<file path="config.mk">
export PLATFORM = sky130hd
export DESIGN_NAME = pipe_hazard_ctrl
export DESIGN_NICKNAME = d
export VERILOG_FILES = /design/src/rtl/pipe_ctrl_pkg.sv /design/src/rtl/fwd_unit.sv /design/src/rtl/pipe_hazard_ctrl.sv
export SDC_FILE = /design/constraint.sdc
export NUM_CORES = 1
export LEC_CHECK = 0
export CAP_MARGIN = 20
export CORE_MARGIN = 2
export CORE_UTILIZATION = 48
export CTS_CLUSTER_SIZE = 16
export DETAILED_ROUTE_END_ITERATION = 10
export GPL_TIMING_DRIVEN = 0
export PLACE_DENSITY = 0.83
export SLEW_MARGIN = 20
export SYNTH_ARGS = -nofsm -noshare
export SYNTH_HDL_FRONTEND = slang
export SYNTH_SLANG_ARGS = --single-unit
</file>
<file path="constraint.sdc">
create_clock -name clk -period 5.6 [get_ports clk]
set_input_delay 1.4 -clock clk [delete_from_list [all_inputs] [get_ports clk]]
set_output_delay 1.4 -clock clk [all_outputs]
set_load 0.05 [all_outputs]
</file>
<file path="src/rtl/pipe_ctrl_pkg.sv">
// Shared types and constants for the pipeline hazard controller.
// Imported by the hazard controller and the forwarding unit.
package pipe_ctrl_pkg;

    typedef enum logic {
        RUN     = 1'b0,
        MEMWAIT = 1'b1
    } state_e;

    localparam logic [1:0] FWD_RF  = 2'b00;
    localparam logic [1:0] FWD_WB  = 2'b01;
    localparam logic [1:0] FWD_MEM = 2'b10;

    // Encoding order equals priority: a higher value wins.
    typedef enum logic [1:0] {
        HZ_NONE     = 2'd0,
        HZ_LOAD_USE = 2'd1,
        HZ_BRANCH   = 2'd2,
        HZ_HOLD     = 2'd3
    } haz_e;

endpackage

</file>
<file path="src/rtl/fwd_unit.sv">
// ALU operand forwarding select for one source register.
// The MEM stage result is newer than WB, so it wins.
module fwd_unit
    import pipe_ctrl_pkg::*;
(
    input  logic [4:0] rs,
    input  logic [4:0] rd_mem,
    input  logic       regwrite_mem,
    input  logic [4:0] rd_wb,
    input  logic       regwrite_wb,
    output logic [1:0] sel
);

    logic hit_mem;
    logic hit_wb;

    assign hit_mem = regwrite_mem && (rd_mem != 5'd0) && (rd_mem == rs);
    assign hit_wb  = regwrite_wb && (rd_wb != 5'd0) && (rd_wb == rs);

    always_comb begin
        sel = FWD_RF;
        if (hit_mem) begin
            sel = FWD_MEM;
        end else if (hit_wb) begin
            sel = FWD_WB;
        end
    end

endmodule

</file>
<file path="src/rtl/pipe_hazard_ctrl.sv">
// Stall/flush/forwarding controller for the 5-stage pipeline, with
// a fixed-latency data-memory wait FSM and saturating perf counters.
module pipe_hazard_ctrl
    import pipe_ctrl_pkg::*;
#(
    parameter int MEM_LAT = 2,
    parameter int CNT_W   = 16
) (
    input  logic             clk,
    input  logic             rst_n,
    input  logic [4:0]       rs_id,
    input  logic [4:0]       rt_id,
    input  logic [4:0]       rs_ex,
    input  logic [4:0]       rt_ex,
    input  logic [4:0]       rd_ex,
    input  logic             memread_ex,
    input  logic             regwrite_ex,
    input  logic [4:0]       rd_mem,
    input  logic             regwrite_mem,
    input  logic             memread_mem,
    input  logic             memwrite_mem,
    input  logic             branch_mem,
    input  logic             zero_mem,
    input  logic [4:0]       rd_wb,
    input  logic             regwrite_wb,
    output logic             pc_en,
    output logic             ifid_en,
    output logic             idex_en,
    output logic             exmem_en,
    output logic             ifid_flush,
    output logic             idex_flush,
    output logic             exmem_flush,
    output logic             memwb_bubble,
    output logic [1:0]       fwd_a,
    output logic [1:0]       fwd_b,
    output logic [CNT_W-1:0] stall_cnt,
    output logic [CNT_W-1:0] flush_cnt
);

    localparam int WAIT_W = 5;
    localparam bit MULTI  = (MEM_LAT > 1);
    localparam logic [WAIT_W-1:0] WAIT_INIT =
        WAIT_W'(MEM_LAT > 1 ? MEM_LAT - 2 : 0);
    localparam logic [CNT_W-1:0] CNT_MAX = {CNT_W{1'b1}};

    state_e            state_q, state_d;
    logic [WAIT_W-1:0] wait_q, wait_d;
    logic [CNT_W-1:0]  stall_cnt_q, stall_cnt_d;
    logic [CNT_W-1:0]  flush_cnt_q, flush_cnt_d;

    logic       mem_op;
    logic       hold;
    logic       taken;
    logic       load_use;
    haz_e       haz;
    logic [1:0] sel_a;
    logic [1:0] sel_b;

    assign mem_op = memread_mem | memwrite_mem;
    assign hold   = (state_q == RUN && mem_op && MULTI)
                 || (state_q == MEMWAIT && wait_q != '0);
    assign taken  = branch_mem & zero_mem;
    assign load_use = memread_ex && regwrite_ex && (rd_ex != 5'd0)
                   && ((rd_ex == rs_id) || (rd_ex == rt_id));

    always_comb begin
        haz = HZ_NONE;
        if (hold) begin
            haz = HZ_HOLD;
        end else if (taken) begin
            haz = HZ_BRANCH;
        end else if (load_use) begin
            haz = HZ_LOAD_USE;
        end
    end

    always_comb begin
        pc_en        = 1'b1;
        ifid_en      = 1'b1;
        idex_en      = 1'b1;
        exmem_en     = 1'b1;
        ifid_flush   = 1'b0;
        idex_flush   = 1'b0;
        exmem_flush  = 1'b0;
        memwb_bubble = 1'b0;
        unique case (haz)
            HZ_HOLD: begin
                pc_en        = 1'b0;
                ifid_en      = 1'b0;
                idex_en      = 1'b0;
                exmem_en     = 1'b0;
                memwb_bubble = 1'b1;
            end
            HZ_BRANCH: begin
                ifid_flush  = 1'b1;
                idex_flush  = 1'b1;
                exmem_flush = 1'b1;
            end
            HZ_LOAD_USE: begin
                pc_en      = 1'b0;
                ifid_en    = 1'b0;
                idex_flush = 1'b1;
            end
            default: ;
        endcase
        // Reset overrides everything so the pipe fills with bubbles.
        if (!rst_n) begin
            pc_en        = 1'b0;
            ifid_en      = 1'b0;
            idex_en      = 1'b0;
            exmem_en     = 1'b0;
            ifid_flush   = 1'b1;
            idex_flush   = 1'b1;
            exmem_flush  = 1'b1;
            memwb_bubble = 1'b1;
        end
    end

    always_comb begin
        state_d = state_q;
        wait_d  = wait_q;
        unique case (state_q)
            RUN: begin
                if (mem_op && MULTI) begin
                    state_d = MEMWAIT;
                    wait_d  = WAIT_INIT;
                end
            end
            MEMWAIT: begin
                if (wait_q != '0) begin
                    wait_d = wait_q - 1'b1;
                end else begin
                    state_d = RUN;
                end
            end
            default: state_d = RUN;
        endcase
    end

    always_comb begin
        stall_cnt_d = stall_cnt_q;
        flush_cnt_d = flush_cnt_q;
        if (!pc_en && stall_cnt_q != CNT_MAX) begin
            stall_cnt_d = stall_cnt_q + 1'b1;
        end
        if (haz == HZ_BRANCH && flush_cnt_q != CNT_MAX) begin
            flush_cnt_d = flush_cnt_q + 1'b1;
        end
    end

    always_ff @(posedge clk or negedge rst_n) begin
        if (!rst_n) begin
            state_q     <= RUN;
            wait_q      <= '0;
            stall_cnt_q <= '0;
            flush_cnt_q <= '0;
        end else begin
            state_q     <= state_d;
            wait_q      <= wait_d;
            stall_cnt_q <= stall_cnt_d;
            flush_cnt_q <= flush_cnt_d;
        end
    end

    fwd_unit u_fwd_a (
        .rs           (rs_ex),
        .rd_mem       (rd_mem),
        .regwrite_mem (regwrite_mem),
        .rd_wb        (rd_wb),
        .regwrite_wb  (regwrite_wb),
        .sel          (sel_a)
    );

    fwd_unit u_fwd_b (
        .rs           (rt_ex),
        .rd_mem       (rd_mem),
        .regwrite_mem (regwrite_mem),
        .rd_wb        (rd_wb),
        .regwrite_wb  (regwrite_wb),
        .sel          (sel_b)
    );

    assign fwd_a     = rst_n ? sel_a : FWD_RF;
    assign fwd_b     = rst_n ? sel_b : FWD_RF;
    assign stall_cnt = stall_cnt_q;
    assign flush_cnt = flush_cnt_q;

endmodule

</file>
# == After elaboration in Yosys (flattened, before gate mapping) ==
# Index checks and enable logic that the tools add are counted.
# W data, S select, Z words.
# op_classes
bitwise_logic,3
n_reduce_logical,23
n_mux,25
n_addsub,3
n_eq_ne,13
# ops
cell,count
$add A16 B1 Y16 const B,2
$ne A16 B16 Y1 const B,2
$eq A5 B5 Y1,6
$reduce_bool A5 Y1,4
$mux W1,15
$logic_and A1 B1 Y1,13
$mux W2,6
$mux W5,2
$pmux W5 S2,1
$sub A5 B1 Y5 const B,1
$eq A2 B2 Y1 const B,2
$reduce_or A2 Y1,2
$eq A2 B1 Y1 const B,1
$logic_or A1 B1 Y1,2
$ne A2 B1 Y1 const B,1
$ne A2 B2 Y1 const B,1
$pmux W1 S2,1
$reduce_and A2 Y1,1
$and A1 B1 Y1,1
$logic_not A1 Y1,1
$not A1 Y1,1
$or A1 B1 Y1,1
# word_totals
register_bits,38
elab_cells,71
output_inout_bits,44
input_bits,45

# == Depth between registers and ports, before layout ==
# Gate-level depths: netlist of run 1.
# logic_depth
ltp_word,12
mapped_depth,12
depth_no_buf,12

# == By module ==
# A second synthesis of run 1 with hierarchy kept.
# hier_totals
cells_unflattened,242
hier_area_um2,2374.8
# modules_own_cells
module,seq_area_each_um2,instances,area_each_um2,cells_per_inst
pipe_hazard_ctrl,950.9,1,2057.0,200
fwd_unit,0.0,2,158.9,21

# == Worst setup path after synthesis of run 1 ==
# No wires, ideal clock.
# synth_timing
path_kind,input to output
startpoint,input rd_mem[0]
endpoint,output fwd_a[0]
path_slack_ns,0.449
stages,4
required_ns,4.200
t_arrival_ns,3.751
path_buffers,0
path_cell_list,or4_1 > o21ai_0 > nor4_1 > nor4_1
# synth_between
elab_chain_cells,5
word_cells_on_any_way,6
cone_classes,eq/ne: 1; mux: 2; reduce/logical: 3
# synth_rtl
item,line,rtl
start: declaration,pipe_hazard_ctrl.sv:18,"input logic [4:0] rd_mem,"
$reduce_bool A5 Y1,fwd_unit.sv:17,assign hit_mem = regwrite_mem && (rd_mem != 5'd0) && (rd_mem == rs);
$logic_and A1 B1 Y1,fwd_unit.sv:17,
$logic_and A1 B1 Y1 *,fwd_unit.sv:17,
$mux W2 *,fwd_unit.sv:22,if (hit_mem) begin
$mux W2 *,pipe_hazard_ctrl.sv:183,assign fwd_a = rst_n ? sel_a : FWD_RF;
end: declaration,pipe_hazard_ctrl.sv:34,"output logic [1:0] fwd_a,"
# Every way passes the cells marked *; elsewhere a longest branch is shown, timed or not.

# == Worst setup path after layout of run 1 ==
# layout_timing
startpoint,input rd_ex[2]
endpoint,output pc_en
# layout_between
elab_chain_cells,10
word_cells_on_any_way,14
cone_classes,eq/ne: 4; mux: 5; reduce/logical: 5
# layout_rtl
item,line,rtl
start: declaration,pipe_hazard_ctrl.sv:15,"input logic [4:0] rd_ex,"
$eq A5 B5 Y1 / $reduce_bool A5 Y1 (equally long branches),"pipe_hazard_ctrl.sv:64, pipe_hazard_ctrl.sv:63",
$logic_or A1 B1 Y1 / $logic_and A1 B1 Y1 (equally long branches),"pipe_hazard_ctrl.sv:64, pipe_hazard_ctrl.sv:63",
$logic_and A1 B1 Y1 *,pipe_hazard_ctrl.sv:64,&& ((rd_ex == rs_id) || (rd_ex == rt_id));
$mux W1 *,pipe_hazard_ctrl.sv:72,end else if (load_use) begin
$mux W2 *,pipe_hazard_ctrl.sv:70,end else if (taken) begin
$mux W2 *,pipe_hazard_ctrl.sv:68,if (hold) begin
$eq A2 B2 Y1 / $eq A2 B1 Y1 (equally long branches),pipe_hazard_ctrl.sv:86,unique case (haz)
$reduce_or A2 Y1 (no line) *,--,
$mux W1 *,pipe_hazard_ctrl.sv:86,
$mux W1 *,pipe_hazard_ctrl.sv:107,if (!rst_n) begin
end: declaration,pipe_hazard_ctrl.sv:26,"output logic pc_en,"
# Marked as above.

==> results_dict.tcl, run 1 <==
set metrics [dict create \
    drive_gt1_share_pct 10.1 \
    worstSetupEndpointType "output pin" \
    post-synth-top-count-cell "dfrtp_1" \
    p_per_area_mw_per_mm2 424 \
    placedInstanceArea_mm2 0.00330 \
    n_antenna_cell 0 \
    clock_sinks 38 \
    track_usage_pct 21.9 \
    worstPathCellList "clkdlybuf4s50_1 -> or4_1 -> o2111ai_1 -> o21ai_4 -> buf_6 -> inv_1 -> buf_4 -> clkdlybuf4s50_1" \
    yosys_warnings 0 \
    synth_cell_types 42 \
    ir_drop_mv 0.351 \
    initial_core_util_pct 49.7 \
    drtIter0Drc 94 \
    vias 2025 \
    die-height_um 73.7 \
    portBuffers 88 \
    final_nets 377 \
    hold_class "flip-flop to flip-flop" \
    tightest_slew_ns 0.526 \
    clk_latency_ns 0.30 \
    setup_violations 0 \
    cp-start-kind "input pin" \
    cts_inserted_buffers 5 \
    synth_seq_cells 38 \
    overflow 0 \
    coreArea_mm2 0.00469 \
    slew_headroom_pct 64.8 \
    fin_ws_ns 0.140 \
    synth_edf_count 0 \
    synth_area_mm2 0.00233 \
    clock.fmax_mhz 183 \
    outcome "complete, no violations" \
    crit_slowest_cell "clkdlybuf4s50_1" \
    worst_path_most_repeated_cell "clkdlybuf4s50_1" \
    slowest_delay_ns 0.79 \
    cts_max_path_buffers 2 \
    synthTopCellsByCount "38 x dfrtp_1, 32 x xnor2_1, 28 x xor2_1" \
    syn_inst 231 \
    rsz0062_at_grt "false" \
    crit_fanout 10 \
    die_w_um 73.7 \
    syn-num-nets 281 \
    synth_top_flop_cell "dfrtp_1" \
    synthToLayoutAreaGrowth_pct 47.2 \
    htreeDepth 2 \
    path_clk_slew_ns 0.08 \
    grt_pass1_vias 1995 \
    synth_top_cell_area_share_pct 40.8 \
    finalPower_w 0.00146 \
    final-hold-violation-count 0 \
    grt_pass1_wl_um 9170 \
    cts_tree "yes" \
    fin_util_pct 73.2 \
    place_hpwl_um 4330 \
    avgViaCountPerCell 5.30 \
    postSynth.asyncResetShare_pct 100 \
    post-cts-setup-buffers 0 \
    seq_area_frac_synth_pct 40.8 \
    leakage_nw 1.39 \
    avgSynthCellArea_um2 10.1 \
    netlist_top_cells_area "dfrtp_1 41%, xnor2_1 12%, xor2_1 11%" \
    placement_rows 25 \
    place.gp.congestion 0.887 \
    grt_max_degree 33 \
    period_share_pct 97.5 \
    clock_skew_ns 0.0102 \
    fin_area_mm2 0.00344 \
    drc 0 \
    critPathKind "input pin to output pin" \
    wirelength_um 5410 \
    root_buffer "clkbuf_8" \
    cap_violations 0 \
    crit_arrival_ns 4.06 \
    fin_crit_ns 5.46 \
    wl_per_cell_um 14.2 \
    yosysTopAreaCell "dfrtp_1" \
    antenna_found_initial 0 \
    dr.pass1.iters 4 \
    holdWs_ns 0.495 \
    io_pins 89 \
    dieArea_mm2 0.00544 \
    ant_nets 0 \
    slew_violations 0 \
    critPathRequiredTime_ns 4.20 \
    preCtsSetupSlack_ns -0.0582 \
]
[worst paths after layout]
path	from	end	slack, ns	cells after the start
worst max-delay path	rd_ex[2]	pc_en	0.14	8
worst min-delay path	stall_cnt[10]	stall_cnt[10]	0.49	1
worst max register to register	wait_q[0]	flush_cnt[14]	2.56	12
worst min register to register	stall_cnt[10]	stall_cnt[10]	0.49	1
max in group asynchronous	rst_n	flush_cnt[3]	4.15	2
min in group asynchronous	rst_n	stall_cnt[10]	0.99	1
[cells by family after synthesis]
family / share of synthesized area [%]
flip-flops: 40.8
XOR/XNOR: 22.5
AO/OA/AOI/OAI: 6.17
AND/OR/NAND/NOR: 24.0
buffers and inverters: 2.47
multiplexers: 1.45
adder cells (fa/ha/maj): 2.68
[placed cells by master, fill, tap and decap left out, types with 4 or more instances in the layout]
cell and instances:
nor4_1 4, clkdlybuf4s50_1 85, ha_1 5, nor3_1 6
xnor2_1 32, xor2_1 28, nand3_2 4, or4_1 4
nand2_1 17, and3_1 5, o21ai_0 4, nand4_1 9
clkbuf_8 5, dfrtp_1 38, inv_1 5, nor2_1 18
nand3_1 13
[per-layer routing]
layer  global-route usage [%]  part of all wire (%)  vias up
met5                        0                     0        -
met4                     8.08                   1.3        0
met3                     3.43                   4.5        5
met2                     36.7                    50       58
met1                     28.4                    44      968
li1                         -                     -      994
[cell type report]
cell class / instances / area (µm²)
Inverter: 5 / 18.8
Clock inverter: 3 / 68.8
Timing Repair Buffer: 89 / 897
Clock buffer: 5 / 68.8
Fill cell: 346 / 1260
Multi-Input combinational cell: 183 / 1330
Buffer: 5 / 38.8
Sequential cell: 38 / 951
Tap cell: 54 / 67.6
[through the flow]
stage                     setup TNS (ns)  std cells
final                                  0        382
after global routing                   0        382
after CTS                              0        382
after detailed placement         -0.0582        374
after global placement             -3.95        373
after floorplan                        0        231
[worst max-delay path, delay by kind of cell]
kind            cells  cell delay [ns]
compound gates      2             0.50
buf+inv             5             1.64
simple gates        1             0.53
[report_power, final]
| group | internal [W] | total, W | switching (W) |
|---|---|---|---|
| clock network | 0.000179 | 0.000282 | 0.000103 |
| registers | 0.000344 | 0.000430 | 0.0000858 |
| logic | 0.000294 | 0.000744 | 0.000450 |
[timing repair]
action / 4_1_cts / 5_1_grt
gates resized for setup: 1 / 1
hold buffers: 0 / 0
endpoints found under the setup margin: 1 / 1
[flip-flops by register name, indices dropped and copies added (netlist names)]
| signal | cells |
|---|---|
| flush_cnt | 16 |
| wait_q | 5 |
| stall_cnt | 16 |
| state_q | 1 |
Note: power is estimated with default switching activity, not from simulation.
==> inputs of run 2 (changes only) <==
Settings changed: CAP_MARGIN 20 to 10.
==> results of run 2 <==
The final DEF is identical to that of run 1; final timing and power are the same.
